===== config.mk =====
export PLATFORM = sky130hd
export DESIGN_NAME = mem_dump_tx_flat
export DESIGN_NICKNAME = d
export VERILOG_FILES = /design/src/rtl/sap_pkg.sv /design/src/rtl/mem_dump_tx_if.sv /design/src/rtl/uart_tx_byte.sv /design/src/rtl/mem_dump_tx.sv /design/src/flat_wrapper.sv
export SDC_FILE = /design/constraint.sdc
export NUM_CORES = 1
export LEC_CHECK = 0
export ABC_AREA = 1
export BUFFER_PORTS_ARGS = -buffer_cell sky130_fd_sc_hd__buf_2
export CAP_MARGIN = 20
export CORE_MARGIN = 10
export CORE_UTILIZATION = 46
export DETAILED_ROUTE_END_ITERATION = 8
export MAX_ROUTING_LAYER = met4
export PLACE_DENSITY_LB_ADDON = 0.3
export SYNTH_ARGS = -nofsm -noshare
export SYNTH_HDL_FRONTEND = slang
export SYNTH_SLANG_ARGS = --single-unit

===== constraint.sdc =====
create_clock -name clk -period 2.3 [get_ports clk]
set_clock_uncertainty 0.05 [all_clocks]
set_input_delay 0.115 -clock clk [delete_from_list [all_inputs] [get_ports clk]]
set_output_delay 0.115 -clock clk [all_outputs]
set_load 0.02 [all_outputs]

===== src/rtl/sap_pkg.sv =====
// sap_pkg: shared state encodings, ASCII constants and hex helper for the
// SAP-1 memory dump path (mem_dump_tx and its UART byte transmitter).
package sap_pkg;

   // Dump sequencer states.
   typedef enum logic [1:0] {
      IDLE      = 2'd0,
      READ      = 2'd1,
      EMIT      = 2'd2,
      WAIT_LAST = 2'd3
   } dump_state_t;

   // Line framing characters.
   localparam logic [7:0] CR    = 8'h0D;
   localparam logic [7:0] LF    = 8'h0A;
   localparam logic [7:0] COLON = 8'h3A;

   // Uppercase ASCII hex digit for one nibble: 0-9 -> '0'..'9', A-F -> 'A'..'F'.
   function automatic logic [7:0] hex_ascii(input logic [3:0] n);
      return (n < 4'd10) ? (8'h30 + {4'h0, n}) : (8'h37 + {4'h0, n});
   endfunction

endpackage


===== src/rtl/mem_dump_tx_if.sv =====
// mem_dump_tx_if: SAP-1 memory read port borrowed by the dump block while the
// CPU is stopped. The master drives address/enable and the mux select, the
// memory side returns read data.
interface mem_dump_tx_if #(
   parameter int AW = 4
);
   logic [AW-1:0] ABUS;    // read address, meaningful only while bus_en=1
   logic          nCE;     // memory chip enable, active low
   logic          bus_en;  // top-level mux select: dump block owns ABUS/nCE
   logic [7:0]    DBUS;    // memory read data

   modport master (
      output ABUS,
      output nCE,
      output bus_en,
      input  DBUS
   );

   modport slave (
      input  ABUS,
      input  nCE,
      input  bus_en,
      output DBUS
   );
endinterface


===== src/rtl/uart_tx_byte.sv =====
// uart_tx_byte: 8N1 serialiser. A 10-bit shift register (start, 8 data LSB
// first, stop) is clocked out one bit per CLKS_PER_BIT cycles. byte_ready is
// also raised in the final cycle of the stop bit so a waiting byte starts
// immediately, giving back-to-back frames with no idle gap.
module uart_tx_byte #(
   parameter int CLKS_PER_BIT = 434
) (
   input  logic       clk,
   input  logic       CLR,
   input  logic       byte_valid,
   input  logic [7:0] byte_data,
   output logic       byte_ready,
   output logic       tx
);

   localparam int            CW        = (CLKS_PER_BIT > 1) ? $clog2(CLKS_PER_BIT) : 1;
   localparam logic [CW-1:0] BAUD_LAST = CW'(CLKS_PER_BIT - 1);

   logic [CW-1:0] baud_cnt_reg;
   logic [3:0]    bit_cnt_reg;
   logic [9:0]    shift_reg;
   logic          active_reg;
   logic          frame_end;

   // Last clock of the stop bit: the frame is complete after this edge.
   assign frame_end  = active_reg && (bit_cnt_reg == 4'd9) && (baud_cnt_reg == BAUD_LAST);
   assign byte_ready = !active_reg || frame_end;

   // Line is the LSB of the shift register; idle fill is all ones.
   assign tx = shift_reg[0];

   // Frame load, baud timing and bit shifting.
   always_ff @(posedge clk) begin
      if (CLR) begin
         shift_reg    <= '1;
         active_reg   <= 1'b0;
         baud_cnt_reg <= '0;
         bit_cnt_reg  <= '0;
      end else if (byte_valid && byte_ready) begin
         shift_reg    <= {1'b1, byte_data, 1'b0};
         active_reg   <= 1'b1;
         baud_cnt_reg <= '0;
         bit_cnt_reg  <= '0;
      end else if (active_reg) begin
         if (baud_cnt_reg == BAUD_LAST) begin
            baud_cnt_reg <= '0;
            shift_reg    <= {1'b1, shift_reg[9:1]};
            if (bit_cnt_reg == 4'd9) begin
               active_reg <= 1'b0;
            end else begin
               bit_cnt_reg <= bit_cnt_reg + 4'd1;
            end
         end else begin
            baud_cnt_reg <= baud_cnt_reg + 1'b1;
         end
      end
   end

endmodule


===== src/rtl/mem_dump_tx.sv =====
// mem_dump_tx: reads every SAP-1 RAM word while the CPU is stopped and sends
// each one as an ASCII hex line over an 8N1 UART.
// Build option MEM_DUMP_ADDR_EN: when defined every line carries an address
// digit and ':' prefix ("3:A7\r\n"); otherwise lines are "A7\r\n".
module mem_dump_tx
   import sap_pkg::*;
#(
   parameter int CLK_HZ = 50000000,
   parameter int BAUD   = 115200,
   parameter int AW     = 4,     // must match the AW of the connected interface
   parameter int SETTLE = 2
) (
   input  logic          clk,
   input  logic          CLR,
   input  logic          start,
   input  logic          run,
   mem_dump_tx_if.master mem,
   output logic          tx,
   output logic          busy,
   output logic          done
);

   localparam int            CLKS_PER_BIT = CLK_HZ / BAUD;
   localparam logic [AW-1:0] LAST_ADDR    = '1;
   localparam int            SW           = (SETTLE > 1) ? $clog2(SETTLE) : 1;
   localparam logic [SW-1:0] SETTLE_LAST  = SW'(SETTLE - 1);
`ifdef MEM_DUMP_ADDR_EN
   localparam logic [2:0]    LINE_LAST    = 3'd5;
`else
   localparam logic [2:0]    LINE_LAST    = 3'd3;
`endif

   dump_state_t   state_reg, state_next;
   logic [AW-1:0] addr_reg, addr_next;
   logic [SW-1:0] settle_reg, settle_next;
   logic [2:0]    idx_reg, idx_next;
   logic [7:0]    data_reg, data_next;
   logic          done_reg, done_next;
   logic          start_q_reg;
   logic          start_rise;
   logic          byte_valid;
   logic          byte_ready;
   logic [7:0]    line_byte;

   assign start_rise = start && !start_q_reg;

   // Memory bus is only claimed during the settle window of a read.
   assign mem.bus_en = (state_reg == READ);
   assign mem.nCE    = (state_reg != READ);
   assign mem.ABUS   = (state_reg == READ) ? addr_reg : '0;
   assign busy       = (state_reg != IDLE);
   assign done       = done_reg;

`ifdef MEM_DUMP_ADDR_EN
   // Address prefix digit: low nibble of the address (one digit covers AW<=4).
   logic [3:0] addr_nib;
   assign addr_nib = 4'(addr_reg);

   // Byte of the current line: addr, ':', hi, lo, CR, LF.
   always_comb begin
      line_byte = LF;
      case (idx_reg)
         3'd0:    line_byte = hex_ascii(addr_nib);
         3'd1:    line_byte = COLON;
         3'd2:    line_byte = hex_ascii(data_reg[7:4]);
         3'd3:    line_byte = hex_ascii(data_reg[3:0]);
         3'd4:    line_byte = CR;
         default: line_byte = LF;
      endcase
   end
`else
   // Byte of the current line: hi, lo, CR, LF.
   always_comb begin
      line_byte = LF;
      case (idx_reg)
         3'd0:    line_byte = hex_ascii(data_reg[7:4]);
         3'd1:    line_byte = hex_ascii(data_reg[3:0]);
         3'd2:    line_byte = CR;
         default: line_byte = LF;
      endcase
   end
`endif

   // Next-state logic: start gating, settle timing, line sequencing, done.
   always_comb begin
      state_next  = state_reg;
      addr_next   = addr_reg;
      settle_next = settle_reg;
      idx_next    = idx_reg;
      data_next   = data_reg;
      done_next   = 1'b0;
      byte_valid  = 1'b0;
      case (state_reg)
         IDLE: begin
            if (start_rise && !run) begin
               state_next  = READ;
               addr_next   = '0;
               settle_next = '0;
            end
         end
         READ: begin
            if (settle_reg == SETTLE_LAST) begin
               data_next  = mem.DBUS;
               idx_next   = '0;
               state_next = EMIT;
            end else begin
               settle_next = settle_reg + 1'b1;
            end
         end
         EMIT: begin
            byte_valid = 1'b1;
            if (byte_ready) begin
               if (idx_reg == LINE_LAST) begin
                  idx_next = '0;
                  if (addr_reg == LAST_ADDR) begin
                     state_next = WAIT_LAST;
                  end else begin
                     addr_next   = addr_reg + 1'b1;
                     settle_next = '0;
                     state_next  = READ;
                  end
               end else begin
                  idx_next = idx_reg + 3'd1;
               end
            end
         end
         WAIT_LAST: begin
            // byte_ready rises in the final stop-bit clock, so done lands
            // on the first clock after the last frame.
            if (byte_ready) begin
               done_next  = 1'b1;
               state_next = IDLE;
            end
         end
         default: state_next = IDLE;
      endcase
   end

   // State and datapath registers; start history is kept through reset so a
   // level held across CLR is not mistaken for a new request.
   always_ff @(posedge clk) begin
      if (CLR) begin
         state_reg   <= IDLE;
         addr_reg    <= '0;
         settle_reg  <= '0;
         idx_reg     <= '0;
         data_reg    <= '0;
         done_reg    <= 1'b0;
         start_q_reg <= start;
      end else begin
         state_reg   <= state_next;
         addr_reg    <= addr_next;
         settle_reg  <= settle_next;
         idx_reg     <= idx_next;
         data_reg    <= data_next;
         done_reg    <= done_next;
         start_q_reg <= start;
      end
   end

   uart_tx_byte #(
      .CLKS_PER_BIT(CLKS_PER_BIT)
   ) u_uart (
      .clk       (clk),
      .CLR       (CLR),
      .byte_valid(byte_valid),
      .byte_data (line_byte),
      .byte_ready(byte_ready),
      .tx        (tx)
   );

endmodule


===== src/flat_wrapper.sv =====
// flat-port wrapper written by rule: the top's interface ports become plain ports
module mem_dump_tx_flat import sap_pkg::*;
#(
   parameter int CLK_HZ = 50000000,
   parameter int BAUD   = 115200,
   parameter int AW     = 4,                                                    
   parameter int SETTLE = 2
)
  (clk, CLR, start, run, tx, busy, done, mem_ABUS, mem_nCE, mem_bus_en, mem_DBUS);
  mem_dump_tx_if #(.AW(AW)) mem_i ();
  input  logic clk;
  input  logic CLR;
  input  logic start;
  input  logic run;
  output logic tx;
  output logic busy;
  output logic done;
  output wire logic [$bits(mem_i.ABUS)-1:0] mem_ABUS;
  output wire logic [$bits(mem_i.nCE)-1:0] mem_nCE;
  output wire logic [$bits(mem_i.bus_en)-1:0] mem_bus_en;
  input wire logic [$bits(mem_i.DBUS)-1:0] mem_DBUS;
  assign mem_ABUS = mem_i.ABUS;
  assign mem_nCE = mem_i.nCE;
  assign mem_bus_en = mem_i.bus_en;
  assign mem_i.DBUS = mem_DBUS;
  mem_dump_tx #(.CLK_HZ(CLK_HZ), .BAUD(BAUD), .AW(AW), .SETTLE(SETTLE)) u_core (.clk(clk), .CLR(CLR), .start(start), .run(run), .mem(mem_i), .tx(tx), .busy(busy), .done(done));
endmodule

# After elaboration in Yosys (flattened, before gate mapping)

Cells that the tools add are included.

Register bits: 43
Input bits: 12
Output and inout port bits: 9
Word-level logic and storage cells: 102

Add/sub/neg operators: 9
$lt $le $gt $ge: 2
Eq/ne operators: 16
Muxes and demuxes: 36
Bitwise operators: 2
Reductions and logical operators: 26

Operators by type and width:

| kind                                                                     | number |
|---|---|
| 9-bit 2-to-1 mux                                                         | 4 |
| 6-bit by 4-bit adder with 7-bit output (first input constant)            | 4 |
| 8-bit case mux with 3 select lines                                       | 1 |
| 4-bit 2-to-1 mux                                                         | 5 |
| 8-bit 2-to-1 mux                                                         | 2 |
| 5-bit AND reduction                                                      | 3 |
| 2-bit 2-to-1 mux                                                         | 6 |
| 1-bit 2-to-1 mux                                                         | 11 |
| 2-bit nonzero test                                                       | 5 |
| 9-bit by 1-bit adder with 9-bit output (second input constant)           | 1 |
| 9-bit equality test (second input constant)                              | 1 |
| 3-bit 2-to-1 mux                                                         | 3 |
| 4-bit by 1-bit adder with 4-bit output (second input constant)           | 2 |
| 4-bit equality test (second input constant)                              | 2 |
| 4-bit < comparator (second input constant)                               | 2 |
| 2-bit by 1-bit inequality test with 1-bit output (second input constant) | 4 |
| 2-bit case mux with 4 select lines                                       | 1 |
| 4-bit case mux with 2 select lines                                       | 1 |
| 3-bit by 2-bit equality test with 1-bit output (second input constant)   | 2 |
| 2-bit inequality test (second input constant)                            | 3 |
| 3-bit case mux with 2 select lines                                       | 1 |
| 3-bit AND reduction                                                      | 2 |
| 1-bit logical AND                                                        | 5 |
| 2-bit equality test (second input constant)                              | 2 |
| other kinds (13)                                                         | 18 |

# Depth between registers and ports, before layout

Depth in word-level cells: 7
Mapped depth: 12
Mapped depth without buffers: 12

# Modules after synthesis

Synthesis repeated with hierarchy kept, for this count alone.

Cell total of the unflattened synthesis: 371
Area, all modules: 2532.4 µm²

Modules (own cells, without submodules):

| module       | times used | cells an instance | area an instance (µm²) | seq. area each (µm²) |
|---|---|---|---|---|
| uart_tx_byte | 1          | 186               | 1320.0                 | 460.4 |
| mem_dump_tx  | 1          | 185               | 1212.4                 | 400.4 |

# Least setup slack after synthesis

OpenSTA, ideal clock, no wires.

Path type: register to register
Start point: register u_core.state_reg[0]
End point: register u_core.addr_reg[0]
Setup time: 0.119 ns
Arrival: 1.499 ns
Required time: 2.131 ns
Slack: 0.631 ns
Cell stages (with the launch flop): 10
Path buffers: 1
Period minus slack after synthesis: 1.669 ns
Cell sequence: dfxtp_1 inv_1 ha_1 buf_2 nand2_1 nor2_1 nor3_2 nand2_1 o21ai_0 a21oi_1

Word-level cells in the longest chain between the ends: 3
Elaborated cells between the ends (all ways): 9
Classes of those cells: eq/ne (5); mux (1); reduce/logical (3)

RTL lines:

| element                                                                                         | RTL line           | RTL |
|---|---|---|
| start, declared                                                                                 | mem_dump_tx.sv:33  | `dump_state_t state_reg, state_next;` |
| start signal, assigned                                                                          | mem_dump_tx.sv:151 | `state_reg <= state_next;` |
| 2-bit equality test or 2-bit zero test (tied branches)                                          | mem_dump_tx.sv:93  | `case (state_reg)` |
| 2-bit by 1-bit inequality test with 1-bit output (no source line), or another cell as far along | -                  |  |
| 5-bit AND reduction (no source line)                                                            | -                  |  |
| end signal, assigned                                                                            | mem_dump_tx.sv:152 | `addr_reg <= addr_next;` |
| end, declared                                                                                   | mem_dump_tx.sv:34  | `logic [AW-1:0] addr_reg, addr_next;` |

Parallel ways exist; a longest one is shown, timed or not.
A chain may end at the register's enable or synchronous reset.

# Worst setup path after layout

Same ends and word-level chain as after synthesis.

==> impl_metrics.toml <==
[synth]
synth-seq-cells = 43
synth_top_cells_by_count = "nand2_1, dfxtp_1, inv_1"
yosysMostFrequentCell = "nand2_1"
synth_fp_nets = 364
synth_seq_area_share_pct = 35.1
synth.avg_cell_area_um2 = 7.28
synth_area_mm2 = 0.00245
synth_top_area_share_pct = 35.1
synth_top_cells_by_area = "dfxtp_1, nand2_1, ha_1, inv_1, a21oi_1"
synth_edf_count = 0
synthArstFlopShare_pct = 0
synthCells = 337
synth_top_area_cell = "dfxtp_1"
synth_cell_types = 35
yosysWarnings = 0
synth_ff_type = "dfxtp_1"

[sta]
timing.setup.tns_ps = 0
finalCritPeriodShare_pct = 81.2
slew_violations = 0
period_minus_slack_ps = 1870
worst_slew_pin_slew_ps = 532
setup_viol = 0
slew-limit-headroom_pct = 64.2
finalHoldViolCount = 0
fmax_mhz = 536
rsz0062_at_grt = "no"

[worst_hold_path]
min_path_type = "primary input to register"

[drt]
wirelength_mm = 4.75
wl_per_cell_um = 11.0
dr.pass1.iters = 4
drcViolationCount = 0
vias_per_cell = 4.77
drt_iter0_markers = 98
ant_nets = 0
dr_total_vias = 2056

[final_layout]
nets = 387
regArea_um2 = 861
finalInstanceArea_mm2 = 0.00275
nFillCells = 518
multiInputGateArea_mm2 = 0.00138
drive_gt1_share_pct = 15.2
num_antenna_cells = 0
area_growth_pct = 12.0

[clock_network]
cts_buffers = 5
cts_buffer_depth = 2
clock-root-buffer = "clkbuf_8"
post_cts_buffers = 0
cts_tree = "yes"
clkLatencyLatePin_ps = 300
h-tree-depth = 2
postCtsResizedCells = 0
cts_num_sinks = 43
path_clk_slew_ps = 80

[die]
io_pins = 21
dieArea_mm2 = 0.00866
start_util_pct = 47.7
die_height_um = 93.0
row_count = 26
core-area_mm2 = 0.00514
fp.dieW_um = 93.0

[run_status]
status = "finished clean"

[placement]
gp_congestion = 0.840
dpl_cell_area_mm2 = 0.00262
hpwl_mm = 3.64
io_buffers = 20

[pwr]
p_leak_nw = 1.21
p_clk_share_pct = 26.4
p_comb_share_pct = 34.7
internal-power_mw = 1.47
p_seq_share_pct = 39.0
switching_share_pct = 37.0
power.density_mw_per_mm2 = 849
ir_drop_v = 0.000471
power_switching_uw = 862

[setup_path]
path_class = "register to register"
required_ps = 2440
path_max_fanout = 9
start_kind = "register"
cp-end-kind = "register"
worst_ep_arrival_time_ps = 2010

[global_routing]
gr-usage-all-layers_pct = 12.0
grt_max_degree = 16
grt_pass1_wl_mm = 8.64
antenna_found_initial = 0
grt_pass1_vias = 1958
grt_overflow = 0

[run]
max_cap_viol_count = 0
[cells in the final DEF (no fill, tap or decap), drive strengths merged]
cell type	synthesis	layout
a21oi	27	27
buf	2	22
bufinv	0	1
clkbuf	5	6
clkinv	1	2
dfxtp	43	43
dlygate4sd3	0	1
ha	15	15
inv	44	44
nand2	88	88
nand3	22	22
nand3b	1	1
nand4	5	5
nor2	31	31
nor3	7	7
nor3b	2	2
o211ai	1	1
o21a	2	2
o21ai	27	27
o21bai	4	4
o22ai	1	1
or2	3	3
xnor2	1	1
xor2	5	5
[timing repair]
action                                  CTS  global route
endpoints found under the setup margin    0             0
hold endpoints to repair                  1             0
hold buffers                              1             0
[per-layer routing]
metal  share of wire, %  wire length (um)  global-route usage (%)
met5                  0                 0                       -
met4               0.97                46                    3.08
met1                 50              2370                    15.2
met3                2.8               135                    2.64
met2                 46              2200                    18.9
[logic make-up after synthesis]
logic type      synth area share [%]
compound gates                  13.4
xor+xnor                        2.14
fa+ha+maj                       7.65
buf+inv                         8.72
flops                           35.1
simple gates                    33.0
[power by group through the flow]
stage / logic, mW / registers [mW] / clock network (mW)
finish: 0.809 / 0.909 / 0.616
detailed placement: 0.810 / 0.923 / 0
global route: 0.934 / 0.924 / 0.660
floorplan: 0.646 / 0.912 / 0
global placement: 0.791 / 0.923 / 0
CTS: 0.814 / 0.908 / 0.636
[critical path: stages, from the launching register on]
cell	delay [ps]
dfxtp_1	380
inv_1	90
ha_1	340
nand2_1	130
nor2_1	70
nor3_2	300
nand2_1	170
o21ai_0	180
a21oi_1	50
[layout make-up]
type	count	share of cell area (%)
multi-input cells	242	50.2
inverters	45	6.51
clock buffers	6	3.00
repair buffers	23	4.55
well taps	70	3.19
clock inverters	2	1.27
flip-flops and latches	43	31.3
[path summary, 6_finish.rpt]
path / from / end / slack, ps / cells past startpoint
worst max register to register: u_core.state_reg[0]$_SDFFE_PP0P_ / u_core.addr_reg[0]$_SDFFE_PP0P_ / 430 / 8
worst min-delay path: mem_DBUS[3] / u_core.data_reg[3]$_SDFFE_PP0P_ / 20 / 3
worst max-delay path: u_core.state_reg[0]$_SDFFE_PP0P_ / u_core.addr_reg[0]$_SDFFE_PP0P_ / 430 / 8
worst min register to register: u_core.idx_reg[2]$_SDFFE_PP0P_ / u_core.idx_reg[2]$_SDFFE_PP0P_ / 410 / 2
[per-stage QoR]
| step | power (mW) | hold slack [ps] | setup slack (ps) | cells | util [%] |
|---|---|---|---|---|---|
| 2_1_floorplan | 1.56 | 92.7 | 631 | 337 | - |
| 3_3_place_gp | 1.71 | 186 | 523 | 422 | 51.0 |
| 3_5_place_dp | 1.73 | 186 | 446 | 422 | 51.0 |
| 4_1_cts | 2.36 | 4.44 | 430 | 431 | 53.5 |
| 5_1_grt | 2.52 | 40.4 | 223 | 431 | 53.5 |
| 6_report | 2.33 | 18.4 | 433 | 431 | 53.5 |
Note: power is estimated with default switching activity, not from simulation.
